[src/rtl/blink_sequencer_pkg.sv]
// blink_sequencer_pkg: AXI response codes, sequencer FSM encoding and fixed write attributes
package blink_sequencer_pkg;
  typedef enum logic [1:0] {S_IDLE, S_ISSUE, S_RESP, S_HOLD} state_e;
  localparam logic [1:0] RESP_OKAY   = 2'd0;
  localparam logic [1:0] RESP_SLVERR = 2'd2;
  localparam logic [1:0] RESP_DECERR = 2'd3;
  localparam logic [3:0] WSTRB_ALL   = 4'hF;
  localparam logic [2:0] PROT_NONE   = 3'd0;
endpackage

[src/rtl/blink_axi_wr_master.sv]
// blink_axi_wr_master: single-beat AXI4-Lite write, AW and W valids drop independently
module blink_axi_wr_master (
  input  logic       clk,
  input  logic       reset,
  input  logic       go_i,
  input  logic       awready_i,
  input  logic       wready_i,
  input  logic       bvalid_i,
  input  logic [1:0] bresp_i,
  output logic       awvalid_o,
  output logic       wvalid_o,
  output logic       bready_o,
  output logic       addr_done_o,
  output logic       done_o,
  output logic [1:0] bresp_o
);
  logic active_q, aw_q, w_q, awd_q, wd_q, br_q;
  logic active_d, aw_d, w_d, awd_d, wd_d, br_d;
  logic launch, aw_hs, w_hs;
  assign launch = go_i & ~active_q;
  assign aw_hs = aw_q & awready_i;
  assign w_hs = w_q & wready_i;
  // high in the cycle whose edge completes the later of the two address/data handshakes
  assign addr_done_o = active_q & ~br_q & (awd_q | aw_hs) & (wd_q | w_hs);
  assign done_o = br_q & bvalid_i;
  assign bresp_o = bresp_i;
  assign awvalid_o = aw_q;
  assign wvalid_o = w_q;
  assign bready_o = br_q;
  always_comb begin
    active_d = launch | (active_q & ~done_o);
    aw_d = launch | (aw_q & ~awready_i);
    w_d = launch | (w_q & ~wready_i);
    awd_d = ~launch & (awd_q | aw_hs);
    wd_d = ~launch & (wd_q | w_hs);
    br_d = addr_done_o | (br_q & ~bvalid_i);
  end
  always_ff @(posedge clk) begin
    if (reset) begin
      active_q <= 1'b0;
      aw_q <= 1'b0;
      w_q <= 1'b0;
      awd_q <= 1'b0;
      wd_q <= 1'b0;
      br_q <= 1'b0;
    end else begin
      active_q <= active_d;
      aw_q <= aw_d;
      w_q <= w_d;
      awd_q <= awd_d;
      wd_q <= wd_d;
      br_q <= br_d;
    end
  end
endmodule

[src/rtl/blink_sequencer.sv]
// blink_sequencer: AXI4-Lite master stepping a divisor pattern table into the LED blink slave
module blink_sequencer
  import blink_sequencer_pkg::*;
#(
  parameter int          LED_COUNT = 4,
  parameter int          STEPS     = 8,
  parameter logic [31:0] BASE_ADDR = 32'h0,
  parameter int          DIV_W     = 8,
  localparam int         SW        = (STEPS > 1) ? $clog2(STEPS) : 1,
  localparam int         LW        = (LED_COUNT > 1) ? $clog2(LED_COUNT) : 1
) (
  input  logic             clk,
  input  logic             reset,
  input  logic             start,
  input  logic             stop,
  input  logic [SW:0]      num_steps,
  input  logic [31:0]      hold_cycles,
  input  logic             cfg_we,
  input  logic [SW-1:0]    cfg_step,
  input  logic [LW-1:0]    cfg_led,
  input  logic [DIV_W-1:0] cfg_div,
  output logic             busy,
  output logic [SW-1:0]    cur_step,
  output logic             error,
  output logic [31:0]      M_AXI_AWADDR,
  output logic             M_AXI_AWVALID,
  input  logic             M_AXI_AWREADY,
  output logic [2:0]       M_AXI_AWPROT,
  output logic [31:0]      M_AXI_WDATA,
  output logic [3:0]       M_AXI_WSTRB,
  output logic             M_AXI_WVALID,
  input  logic             M_AXI_WREADY,
  input  logic [1:0]       M_AXI_BRESP,
  input  logic             M_AXI_BVALID,
  output logic             M_AXI_BREADY
);
  localparam logic [SW:0]   NS_MAX   = (SW + 1)'(STEPS);
  localparam logic [LW-1:0] LED_LAST = LW'(LED_COUNT - 1);
  logic [DIV_W-1:0] tbl_q [STEPS][LED_COUNT];
  state_e state_q, state_d;
  logic [SW-1:0] step_q, step_d;
  logic [LW-1:0] led_q, led_d;
  logic [31:0] hold_q, hold_d, addr_q, addr_d, wdata_q, wdata_d;
  logic error_q, error_d, stop_q, stop_d;
  logic [SW:0] eff_steps, step_inc;
  logic stop_now, addr_done, done;
  logic [1:0] bresp;
  assign stop_now = stop_q | stop;
  assign eff_steps = (num_steps == '0 || num_steps > NS_MAX) ? NS_MAX : num_steps;
  assign step_inc = {1'b0, step_q} + (SW + 1)'(1);
  always_ff @(posedge clk)
    if (cfg_we) tbl_q[cfg_step][cfg_led] <= cfg_div;
  always_comb begin
    state_d = state_q;
    step_d = step_q;
    led_d = led_q;
    hold_d = hold_q;
    error_d = error_q;
    stop_d = stop_q | (stop & (state_q != S_IDLE));
    addr_d = addr_q;
    wdata_d = wdata_q;
    case (state_q)
      S_IDLE:
        if (start && !stop) begin
          state_d = S_ISSUE;
          error_d = 1'b0;
          step_d = '0;
          led_d = '0;
        end
      S_ISSUE: state_d = addr_done ? S_RESP : S_ISSUE;
      S_RESP:
        if (done) begin
          if (bresp != RESP_OKAY) begin
            error_d = 1'b1;
            state_d = S_IDLE;
          end else if (stop_now) state_d = S_IDLE;
          else if (led_q != LED_LAST) begin
            led_d = led_q + LW'(1);
            state_d = S_ISSUE;
          end else begin
            hold_d = hold_cycles;
            state_d = S_HOLD;
          end
        end
      S_HOLD:
        if (stop_now) state_d = S_IDLE;
        else if (hold_q == '0) begin
          state_d = S_ISSUE;
          // compare before truncating so a step beyond a shrunken num_steps wraps to 0
          step_d = (step_inc >= eff_steps) ? '0 : step_inc[SW-1:0];
          led_d = '0;
        end else hold_d = hold_q - 32'd1;
      default: state_d = S_IDLE;
    endcase
    if (state_d == S_IDLE) stop_d = 1'b0;
    if (state_d == S_ISSUE && state_q != S_ISSUE) begin
      addr_d = BASE_ADDR + 32'({led_d, 2'b00});
      wdata_d = 32'(tbl_q[step_d][led_d]);
    end
  end
  always_ff @(posedge clk) begin
    if (reset) begin
      state_q <= S_IDLE;
      step_q <= '0;
      led_q <= '0;
      hold_q <= '0;
      addr_q <= '0;
      wdata_q <= '0;
      error_q <= 1'b0;
      stop_q <= 1'b0;
    end else begin
      state_q <= state_d;
      step_q <= step_d;
      led_q <= led_d;
      hold_q <= hold_d;
      addr_q <= addr_d;
      wdata_q <= wdata_d;
      error_q <= error_d;
      stop_q <= stop_d;
    end
  end
  blink_axi_wr_master u_wr (
    .clk(clk),
    .reset(reset),
    .go_i(state_q == S_ISSUE),
    .awready_i(M_AXI_AWREADY),
    .wready_i(M_AXI_WREADY),
    .bvalid_i(M_AXI_BVALID),
    .bresp_i(M_AXI_BRESP),
    .awvalid_o(M_AXI_AWVALID),
    .wvalid_o(M_AXI_WVALID),
    .bready_o(M_AXI_BREADY),
    .addr_done_o(addr_done),
    .done_o(done),
    .bresp_o(bresp)
  );
  assign busy = state_q != S_IDLE;
  assign cur_step = step_q;
  assign error = error_q;
  assign M_AXI_AWADDR = addr_q;
  assign M_AXI_WDATA = wdata_q;
  assign M_AXI_AWPROT = PROT_NONE;
  assign M_AXI_WSTRB = WSTRB_ALL;
endmodule

[config.mk]
export PLATFORM = sky130hd
export DESIGN_NAME = blink_sequencer
export DESIGN_NICKNAME = d
export VERILOG_FILES = /design/src/rtl/blink_sequencer_pkg.sv /design/src/rtl/blink_axi_wr_master.sv /design/src/rtl/blink_sequencer.sv
export SDC_FILE = /design/constraint.sdc
export NUM_CORES = 1
export LEC_CHECK = 0
export ABC_AREA = 0
export CORE_ASPECT_RATIO = 0.5
export CORE_MARGIN = 2
export CORE_UTILIZATION = 52
export DETAILED_ROUTE_END_ITERATION = 6
export GPL_TIMING_DRIVEN = 1
export PLACE_DENSITY = 0.72
export SYNTH_ARGS = -nofsm -noshare
export SYNTH_HDL_FRONTEND = slang
export SYNTH_SLANG_ARGS = --single-unit
[constraint.sdc]
create_clock -name clk -period 3.27 [get_ports clk]
set_input_delay 0.654 -clock clk [delete_from_list [all_inputs] [get_ports clk]]
set_output_delay 0.654 -clock clk [all_outputs]
set_load 0.05 [all_outputs]
# [After elaboration in Yosys (flattened, before gate mapping)]
# Memories as Yosys holds them, arrays and structs flattened.
# Cells that the tools add are included.
[classes] add_sub_neg=3 mul=0 n_div=0 order_cmp=5 eq_ne=14 shift=0 muxes=41 bitwise_logic=31 n_reduce_logical=16
[ops] op="32-bit 2-to-1 mux" n=7
[ops] op="32-bit one-hot mux with 2 select lines" n=1
[ops] op="32-bit zero test" n=1
[ops] op="32-bit by 1-bit subtractor with 32-bit output (second input constant)" n=1
[ops] op="2-bit 2-to-1 mux" n=15
[ops] op="8-bit 2-to-1 mux" n=3
[ops] op="8-bit binary-select mux with 2-bit select" n=1
[ops] op="8-bit demux with 2-bit select" n=1
[ops] op="2-bit inequality test (second input constant)" n=8
[ops] op="1-bit AND" n=14
[ops] op="3-bit 2-to-1 mux" n=4
[ops] op="1-bit bitwise OR" n=8
[ops] op="2-bit one-hot mux with 4 select lines" n=1
[ops] op="2-bit nonzero test" n=4
[ops] op="1-bit NOT" n=7
[ops] op="7-bit AND reduction" n=1
[ops] op="3-bit >= comparator (second input constant)" n=2
[ops] op="2-bit NOT with 3-bit output" n=2
[ops] op="2-bit one-hot mux with 3 select lines" n=1
[ops] op="3-bit one-hot mux with 2 select lines" n=1
[ops] op="3-bit by 1-bit adder with 4-bit output (second input constant)" n=1
[ops] op="2-bit by 1-bit == test with 1-bit output (second input constant)" n=2
[ops] op="2-bit == test (second input constant)" n=2
[ops] op="4-bit >= comparator" n=1
[ops] op="other kinds (14)" n=21
[word_totals] regBits=57 latch_bits=0 ramBits=256 rom_bits=0 inputBits=59 out_inout_bits=79 elab_cells=125 mem_count=1
[mem_list] name="tbl_q" depth=8 word_bits=32 read_ports=1 rd_ports_with_merged_regs=0 wr=1 line="blink_sequencer.sv:39" source="logic [DIV_W-1:0] tbl_q [STEPS][LED_COUNT];"

# [Depth between registers and ports, before layout]
# Gate-level depths: netlist of the first run.
# An unclocked memory read counts as a cell.
[logic_depth] depth_word=12 ltp_mapped=16 mapped_depth_nobuf=12

# [By module]
# From an unflattened synthesis of the first run, not the netlist that was laid out.
[hier_totals] hier_cells=1201 hier_area_um2=14330.0
[by_module_without_submodules] module="blink_sequencer" n_inst=1 cells_each=1176 area_each_um2=14088.5 seq_area_each_um2=8708.4
[by_module_without_submodules] module="blink_axi_wr_master" n_inst=1 cells_each=25 area_each_um2=241.5 seq_area_each_um2=120.1

# [Least setup slack after synthesis of the first run]
# No wires, ideal clock.
[synth_path] kind="reg-to-reg" startpoint="register step_q[0], in the netlist cur_step[0]" endpoint="register wdata_q[2], in the netlist M_AXI_WDATA[2]" arrival_ns=3.269 slack_ns=-0.134 path_stages_with_launch=14 path_buffers=3 cell_sequence="dfxtp_1 ha_1 ha_1 a211oi_1 o2111a_2 nand2_2 nand2_4 buf_6 buf_6 buf_2 mux2i_1 o22ai_1 o41ai_1 o211ai_1"
[synth_between] elab_chain_len=10
[synth_lines] element="from (decl)" line="blink_sequencer.sv:41" source="logic [SW-1:0] step_q, step_d;"
[synth_lines] element="from (signal assigned)" line="blink_sequencer.sv:113" source="step_q <= step_d;"
[synth_lines] element="3-bit by 1-bit adder with 4-bit output" line="blink_sequencer.sv:50" source="assign step_inc = {1'b0, step_q} + (SW + 1)'(1);"
[synth_lines] element="4-bit >= comparator" line="blink_sequencer.sv:90" source="step_d = (step_inc >= eff_steps) ? '0 : step_inc[SW-1:0];"
[synth_lines] element="3-bit 2-to-1 mux" line="blink_sequencer.sv:90"
[synth_lines] element="3-bit 2-to-1 mux" line="blink_sequencer.sv:87" source="else if (hold_q == '0) begin"
[synth_lines] element="3-bit 2-to-1 mux" line="blink_sequencer.sv:86" source="if (stop_now) state_d = S_IDLE;"
[synth_lines] element="3-bit one-hot mux with 2 select lines (*)" line="blink_sequencer.sv:62" source="case (state_q)"
[synth_lines] element="memory 8 x 32 bit (*)"
[synth_lines] element="8-bit binary-select mux with 2-bit select (*)" line="blink_sequencer.sv:98" source="wdata_d = 32'(tbl_q[step_d][led_d]);"
[synth_lines] element="8-bit 2-to-1 mux (implied by the code) (*) (2 in a row)" line="blink_sequencer.sv:98"
[synth_lines] element="to (signal assigned)" line="blink_sequencer.sv:117" source="wdata_q <= wdata_d;"
[synth_lines] element="to (decl)" line="blink_sequencer.sv:43" source="logic [31:0] hold_q, hold_d, addr_q, addr_d, wdata_q, wdata_d;"
# Mark *: on every way between the ends. The rest lies on a longest branch, timed or not. The select of a mux whose other input is x is not followed.
# A chain may end at the register's enable or synchronous reset.

# [Worst setup path after layout of the first run]
[layout_path] startpoint="register hold_q[16]" endpoint="register wdata_q[3], in the netlist M_AXI_WDATA[3]"
[layout_between] elab_chain_len=8
[layout_lines] element="from (decl)" line="blink_sequencer.sv:43"
[layout_lines] element="from (signal assigned)" line="blink_sequencer.sv:115" source="hold_q <= hold_d;"
[layout_lines] element="32-bit zero test (*)" line="blink_sequencer.sv:87"
[layout_lines] element="3-bit 2-to-1 mux / 2-bit 2-to-1 mux (equally long branches)" line="blink_sequencer.sv:87"
[layout_lines] element="3-bit 2-to-1 mux / 2-bit 2-to-1 mux (equally long branches)" line="blink_sequencer.sv:86"
[layout_lines] element="3-bit one-hot mux with 2 select lines / 2-bit one-hot mux with 3 select lines (equally long branches)" line="blink_sequencer.sv:62"
[layout_lines] element="memory 8 x 32 bit / 2-bit NOT with 3-bit output (equally long branches)"
[layout_lines] element="8-bit binary-select mux with 2-bit select" line="blink_sequencer.sv:98"
[layout_lines] element="8-bit 2-to-1 mux (implied by the code) (2 in a row)" line="blink_sequencer.sv:98"
# Marks and branches as above.

==> impl_metrics.toml, run 1 <==
[grt]
grt_max_degree = 63
grt_pass1_wl_um = 57300
antenna_found_initial = 0
grt_pass1_vias = 10253
grt-ovfl-total = 0
grt_usage_pct = 26.0

[setup_path]
slowest_delay_ns = 0.54
cp-start-kind = "flip-flop"
crit_chain = "buf_6, or4_4, nor4_4, o2111a_2, nand2_8, and2_4, buf_12, buf_4, a211oi_2, a211oi_2, o41ai_4, nand4_1"
crit_slowest_cell = "or4_4"
cp.arrival_ns = 3.85
path_class = "flip-flop to flip-flop"
crit_path_end_kind = "flip-flop"
cp_top_family = "simple AND/OR/NAND/NOR gates"
crit_top_cell = "a211oi_2"
critPathMaxFanout = 7
critPathBufInv = 3
cp_data_required_time_ns = 3.70

[detailed_routing]
wl_per_cell_um = 21.7
met3_length_um = 4040
vias = 10792
drt_first_pass_iters = 5
drtIter0Drc = 1291
wirelength_um = 38900
vias_per_cell = 6.01
routed.top_layer = "met4"
route.detailed.drc = 0
drt-met1-wl_um = 16000
antenna_left = 0
routed-wl-met2_um = 17900

[logic_synthesis]
synth.ff_latch_count = 313
synth_compound_area_share_pct = 14.2
synth-xor-area-share_pct = 0
async_flop_share_pct = 0
synth_edf_count = 256
synthTopCellsByArea = "edfxtp_1 54%, dfxtp_1 8.0%, a211oi_1 4.3%"
yosysTopAreaCell = "edfxtp_1"
yosysTopAreaCellShare_pct = 53.9
netlist_instances = 1166
netlist_area_mm2 = 0.0143
synth-simple-area-share_pct = 12.6
synthAdderAreaFrac_pct = 0.877
yosys_warnings = 0
synth_mux_area_share_pct = 4.35
synth_top_family_by_area = "compound AO/OA/AOI/OAI gates"
seq_area_frac_synth_pct = 61.9
synth_ff_type = "edfxtp_1"
avgSynthCellArea_um2 = 12.2
ys_types = 81

[power_and_ir_drop]
power-per-cell-area_mw_per_mm2 = 482
p_leak_uw = 0.00663
ir_drop_mv = 0.431
total_power_uw = 8790

[floorplan]
dieArea_mm2 = 0.0289
initial_core_util_pct = 53.4
core_area_mm2 = 0.0267
num_rows = 42
dieWidth_um = 238
die_h_um = 121
pin_count = 138

[cts]
clock_latency_ns = 0.58
cts_buffers = 29
cts_max_level = 1
clk_pin_slew_worst_paths_ns = 0.07
cts-root-buf = "clkbuf_16"
ctsLongestPathBuffers = 3
cts_tree = "built"
clock-sinks = 313

[min_path]
hold_path.class = "primary input to flip-flop"

[sta]
finalCriticalPeriod_ns = 3.42
relSlewSlack_pct = 45.9
layout_setup_ws_ns = -0.146
tightestPinTransition_ns = 0.809
setup_viol = 8
finalMaxSlewViolations = 0
fin_hold_ws_ns = 0.437
rsz0062_at_grt = "yes"
fin_skew_ns = 0.0160
fmax_mhz = 293
hold_viol = 0
period_share_pct = 104

[layout]
nNetsFinal = 1489
drive_gt1_share_pct = 26.7
multi_input_area_mm2 = 0.00537
syn2layout_area_growth_pct = 28.0
regArea_mm2 = 0.00884
diodes = 0
final_cells = 1795
nFillCells = 1767

[placement]
dp_cells = 1701
pre_cts_ws_ns = -1.14
hpwlAfterDp_um = 24200
portBuffers = 76
place_congestion = 0.935

[outcome]
status = "finished with violations"
failed_checks = "negative setup slack"

[run]
maxCapViolCount = 0
==> repair_timing <==
action / in CTS / in global routing
endpoints found under the setup margin: 8 / 8
hold buffers: 0 / 0
pin swaps: 34 / 37
gates cloned: 2 / 0
resized for setup: 67 / 50
setup buffers: 25 / 16
==> through the flow <==
stage / cell area [µm²] / TNS [ns] / utilization, %
after detailed placement: 16300 / -7.60 / 61.1
after global placement: 16300 / -6.90 / 61.1
final: 18300 / -0.789 / 68.4
after floorplan: 14500 / 0 / -
after global routing: 18300 / -1.38 / 68.4
after CTS: 17900 / 0 / 67.0
==> worst reg2reg max path, cell delays in order, from the launching register on <==
cell and delay [ns]:
dfxtp_4 0.35, buf_6 0.12, or4_4 0.54, nor4_4 0.35, o2111a_2 0.36, nand2_8 0.11
and2_4 0.22, buf_12 0.16, buf_4 0.16, a211oi_2 0.26, a211oi_2 0.11, o41ai_4 0.41
nand4_1 0.14
==> synthesized netlist by cell type, types with 4 or more instances <==
master       n
nand2_1    123
o31ai_1      6
o211ai_1     5
mux2i_1     50
dfxtp_1     57
nor3_1      12
nand4_1      7
a32oi_1      5
mux2_2       6
buf_2       17
ha_1        10
and3_1       5
o41ai_1      8
or3b_2       4
nand3b_1     9
edfxtp_1   256
o21ai_0     16
o2bb2ai_1    6
nor2_1     102
nand3_1     25
nor4_1       5
inv_1        9
nand2b_1    14
a21boi_0    23
nor3b_1     14
a22o_1       5
or3_1       10
buf_6       12
a22oi_1      8
clkbuf_1    33
a21oi_1     50
o22ai_1     17
buf_4       64
a211oi_1    82
a311oi_1    15
==> registers in the layout (all words and copies together) (netlist names) <==
register and flops:
u_wr.awvalid_o 1, hold_q 32, u_wr.wvalid_o 1, u_wr.bready_o 1
stop_q 1, led_q 2, tbl_q 256, u_wr.awd_q 1
M_AXI_AWADDR 2, u_wr.active_q 1, state_q 2, error 1
u_wr.wd_q 1, cur_step 3, M_AXI_WDATA 8
==> cell type report <==
cell class                 count  share of cell area, %
sequential                   313                   48.4
multi-input combinational    776                   29.4
timing repair buffer         291                   13.9
clock buffer                  34                   4.24
tap                          352                   2.41
clock inverter                20                   1.51
inverter                       9                  0.185
==> report_power, final <==
group	internal, µW	switching (µW)
logic	223	456
registers	4360	27.8
clock network	2180	1540
total	6770	2020
==> cell families after synthesis <==
kind of cell / count (synthesis)
AND/OR/NAND/NOR: 364
buffers and inverters: 138
adder cells (fa/ha/maj): 10
other: 2
flip-flops: 313
AO/OA/AOI/OAI: 279
multiplexers: 60
==> routing by layer <==
metal | track usage (%) | vias up
met1 | 36.5 | 5255
met5 | 0 | -
met2 | 41.4 | 619
met3 | 5.82 | 81
li1 | - | 4837
met4 | 6.84 | 0
==> path summary, 6_finish.rpt <==
check | to | slack [ns] | start | cells after the start
setup reg to reg | M_AXI_WDATA[3]$_SDFFE_PP0P_ | -0.15 | hold_q[16]$_SDFFE_PP0P_ | 12
hold reg to reg | hold_q[4]$_SDFFE_PP0P_ | 0.47 | hold_q[4]$_SDFFE_PP0P_ | 2
hold / removal | cur_step[0]$_SDFF_PP0_ | 0.44 | reset | 2
setup / recovery | M_AXI_WDATA[3]$_SDFFE_PP0P_ | -0.15 | hold_q[16]$_SDFFE_PP0P_ | 12
==> layout by cell type, fill, tap and decap left out, types with 7 or more instances in the layout <==
master           Yosys  final
ha_1                10      8
o21ai_0             16     15
a211oi_2             1     31
nor3_1              12      9
nand2_1            123    120
buf_4               64    193
a311oi_1            15     11
nor3b_1             14     14
inv_1                9      9
conb_1               2     61
dfxtp_1             57     53
nand3_1             25     23
buf_6               12     12
clkdlybuf4s50_1      0     71
a211oi_1            82     49
nand2b_1            14     13
or3_1               10     10
nand3b_1             9      9
a21boi_0            23     23
a21oi_1             50     48
a22oi_1              8      7
o22ai_1             17     14
clkbuf_16            0     29
nor2_1             102    100
edfxtp_1           256    256
clkinv_2             0      8
mux2i_1             50     49
nand4_1              7      7
buf_12               0     10
No activity file was read; power rests on OpenSTA's default activity.
==> inputs of run 2 (changes only) <==
Settings changed: GPL_TIMING_DRIVEN 1 to 0, HOLD_SLACK_MARGIN set to 0.12, PLACE_DENSITY 0.72 to 0.86.
==> run 2 against run 1 <==
Net effect: power down 5.6%; critical endpoint is now M_AXI_WDATA[6]$_SDFFE_PP0P_; utilization down 0.52 points; sequential power barely moved; worst hold slack gained 0.053 ns; clock power down 15%; first-iteration DRC count is 100% higher; design area fell by 0.76%; critical path depth fell by 1; routed wire length increased by 25%; flip-flop and latch count did not move; combinational power grew 8.1%; the run ends with design-rule violations, max-capacitance violations, max-slew violations, negative setup slack left; clock-buffer cell count grew 3.
==> impl_metrics.toml, run 2 (same netlist as run 1, synthesis figures left out) <==
[grt]
grt_pass1_wl_um = 62500
grt_usage_pct = 28.6
grt_pass1_vias = 10617
antenna_found_initial = 1
grt-ovfl-total = 0
grt_max_degree = 33

[detailed_routing]
antenna_left = 0
wl_per_cell_um = 27.9
vias = 12023
route.detailed.drc = 35
wirelength_um = 48700
vias_per_cell = 6.89
drtIter0Drc = 2644
drt_first_pass_iters = 7

[sta]
rsz0062_at_grt = "yes"
hold_viol = 0
layout_setup_ws_ns = -0.489
relSlewSlack_pct = -3.05
fmax_mhz = 266
period_share_pct = 115
finalMaxSlewViolations = 66
tns_ns = -2.18
finalCriticalPeriod_ns = 3.76
tightestPinTransition_ns = 1.54
fin_skew_ns = 0.0222
setup_viol = 8

[cts]
cts_tree = "built"
clock_latency_ns = 0.57
ctsHoldBuffers = 0
clock-sinks = 313
cts_max_level = 1
clk_pin_slew_worst_paths_ns = 0.08
ctsLongestPathBuffers = 3
cts_buffers = 27
cts-root-buf = "clkbuf_16"

[layout]
diodes = 0
nNetsFinal = 1442
final_common_cell = "edfxtp_1"
largest_reg_flops = 256
mostFrequentLayoutCells = "256 x edfxtp_1, 120 x nand2_1, 100 x nor2_1"
final_cells = 1746
syn2layout_area_growth_pct = 27.0
regMostFlops = "tbl_q"
drive_gt1_share_pct = 23.7
utilization_pct = 67.9

[run]
maxCapViolCount = 2

[floorplan]
initial_core_util_pct = 53.4
die_h_um = 121
core_area_mm2 = 0.0267
dieWidth_um = 238
pin_count = 138
num_rows = 42
dieArea_mm2 = 0.0289

[power_and_ir_drop]
ir_drop_mv = 0.323
power-per-cell-area_mw_per_mm2 = 458
p_leak_uw = 0.00636
total_power_uw = 8300

[outcome]
failed_checks = "design-rule violations, max-capacitance violations, max-slew violations, negative setup slack"
status = "finished with violations"

[placement]
dp_cells = 1652
portBuffers = 75
place_congestion = 0.936
hpwlAfterDp_um = 25600

[setup_path]
critPathMaxFanout = 10
crit_path_end_kind = "flip-flop"
path_class = "flip-flop to flip-flop"
cp-start-kind = "flip-flop"
cp.arrival_ns = 4.19
cp_data_required_time_ns = 3.70

[min_path]
hold_path.class = "flip-flop to flip-flop"
==> run 2: cell count changes in the layout (fill, tap and decap cells not counted), moves of 7 or more <==
cell      previous run  this run
mux2i_2              1         9
mux2i_1             49        37
clkbuf_1             2        31
buf_12              10        17
buf_4              193        99
==> run 2: final cells by class <==
type | instances | area (µm²)
tap | 352 | 440
clock buffer | 37 | 743
buffer | 124 | 1010
multi-input combinational | 774 | 5640
fill | 1647 | 8570
inverter | 9 | 33.8
timing repair buffer | 124 | 1310
clock inverter | 13 | 92.6
sequential | 313 | 8850
==> run 2: repair_timing <==
action                     in CTS  in global routing
gates cloned                    1                  5
hold endpoints to repair        0                  0
buffers inserted               26                 17
gates resized for setup       113                120
setup endpoints to repair       8                 10
pin swaps                      33                 40
==> run 2: report_power, final <==
group	internal (µW)	switching (µW)
Clock	1610	1550
Sequential	4360	34.4
Combinational	242	492
Total	6220	2080
==> run 2: worst max-delay path, stage by stage (launching register included) <==
cell	delay, ns
dfxtp_4	0.36
or4_4	0.54
nor4_4	0.36
o2111a_2	0.34
nor2_4	0.08
buf_12	0.13
nor2_4	0.20
buf_2	0.38
nand2_1	0.19
a311oi_1	0.48
a211oi_1	0.13
o211ai_1	0.42
==> run 2: final timing paths <==
kind,startpoint,cells after the start,end,slack (ns)
max reg2reg,hold_q[15]$_SDFFE_PP0P_,11,M_AXI_WDATA[6]$_SDFFE_PP0P_,-0.49
max,hold_q[15]$_SDFFE_PP0P_,11,M_AXI_WDATA[6]$_SDFFE_PP0P_,-0.49
min reg2reg,u_wr.active_q$_SDFF_PP0_,2,u_wr.active_q$_SDFF_PP0_,0.49
min,u_wr.active_q$_SDFF_PP0_,2,u_wr.active_q$_SDFF_PP0_,0.49
==> run 2: metrics by stage <==
step	worst slack (ns)	hold slack, ns	instance area, µm²
floorplan	0.0223	0.443	14500
global placement	-1.33	0.460	15700
detailed placement	-1.45	0.484	15700
CTS	-0.0332	0.491	17300
global route	-0.446	0.515	18100
finish	-0.489	0.490	18100
==> run 2: routing by layer <==
metal  up-vias  part of all wire [%]  track usage, %  wire (µm)
met5         -                     0               0          0
met4         0                   5.9            10.7       2890
met3       300                    15            7.30       7520
met2      1285                    45            47.4      21900
met1      5699                    34            36.8      16300
li1       4739                     -               -          -
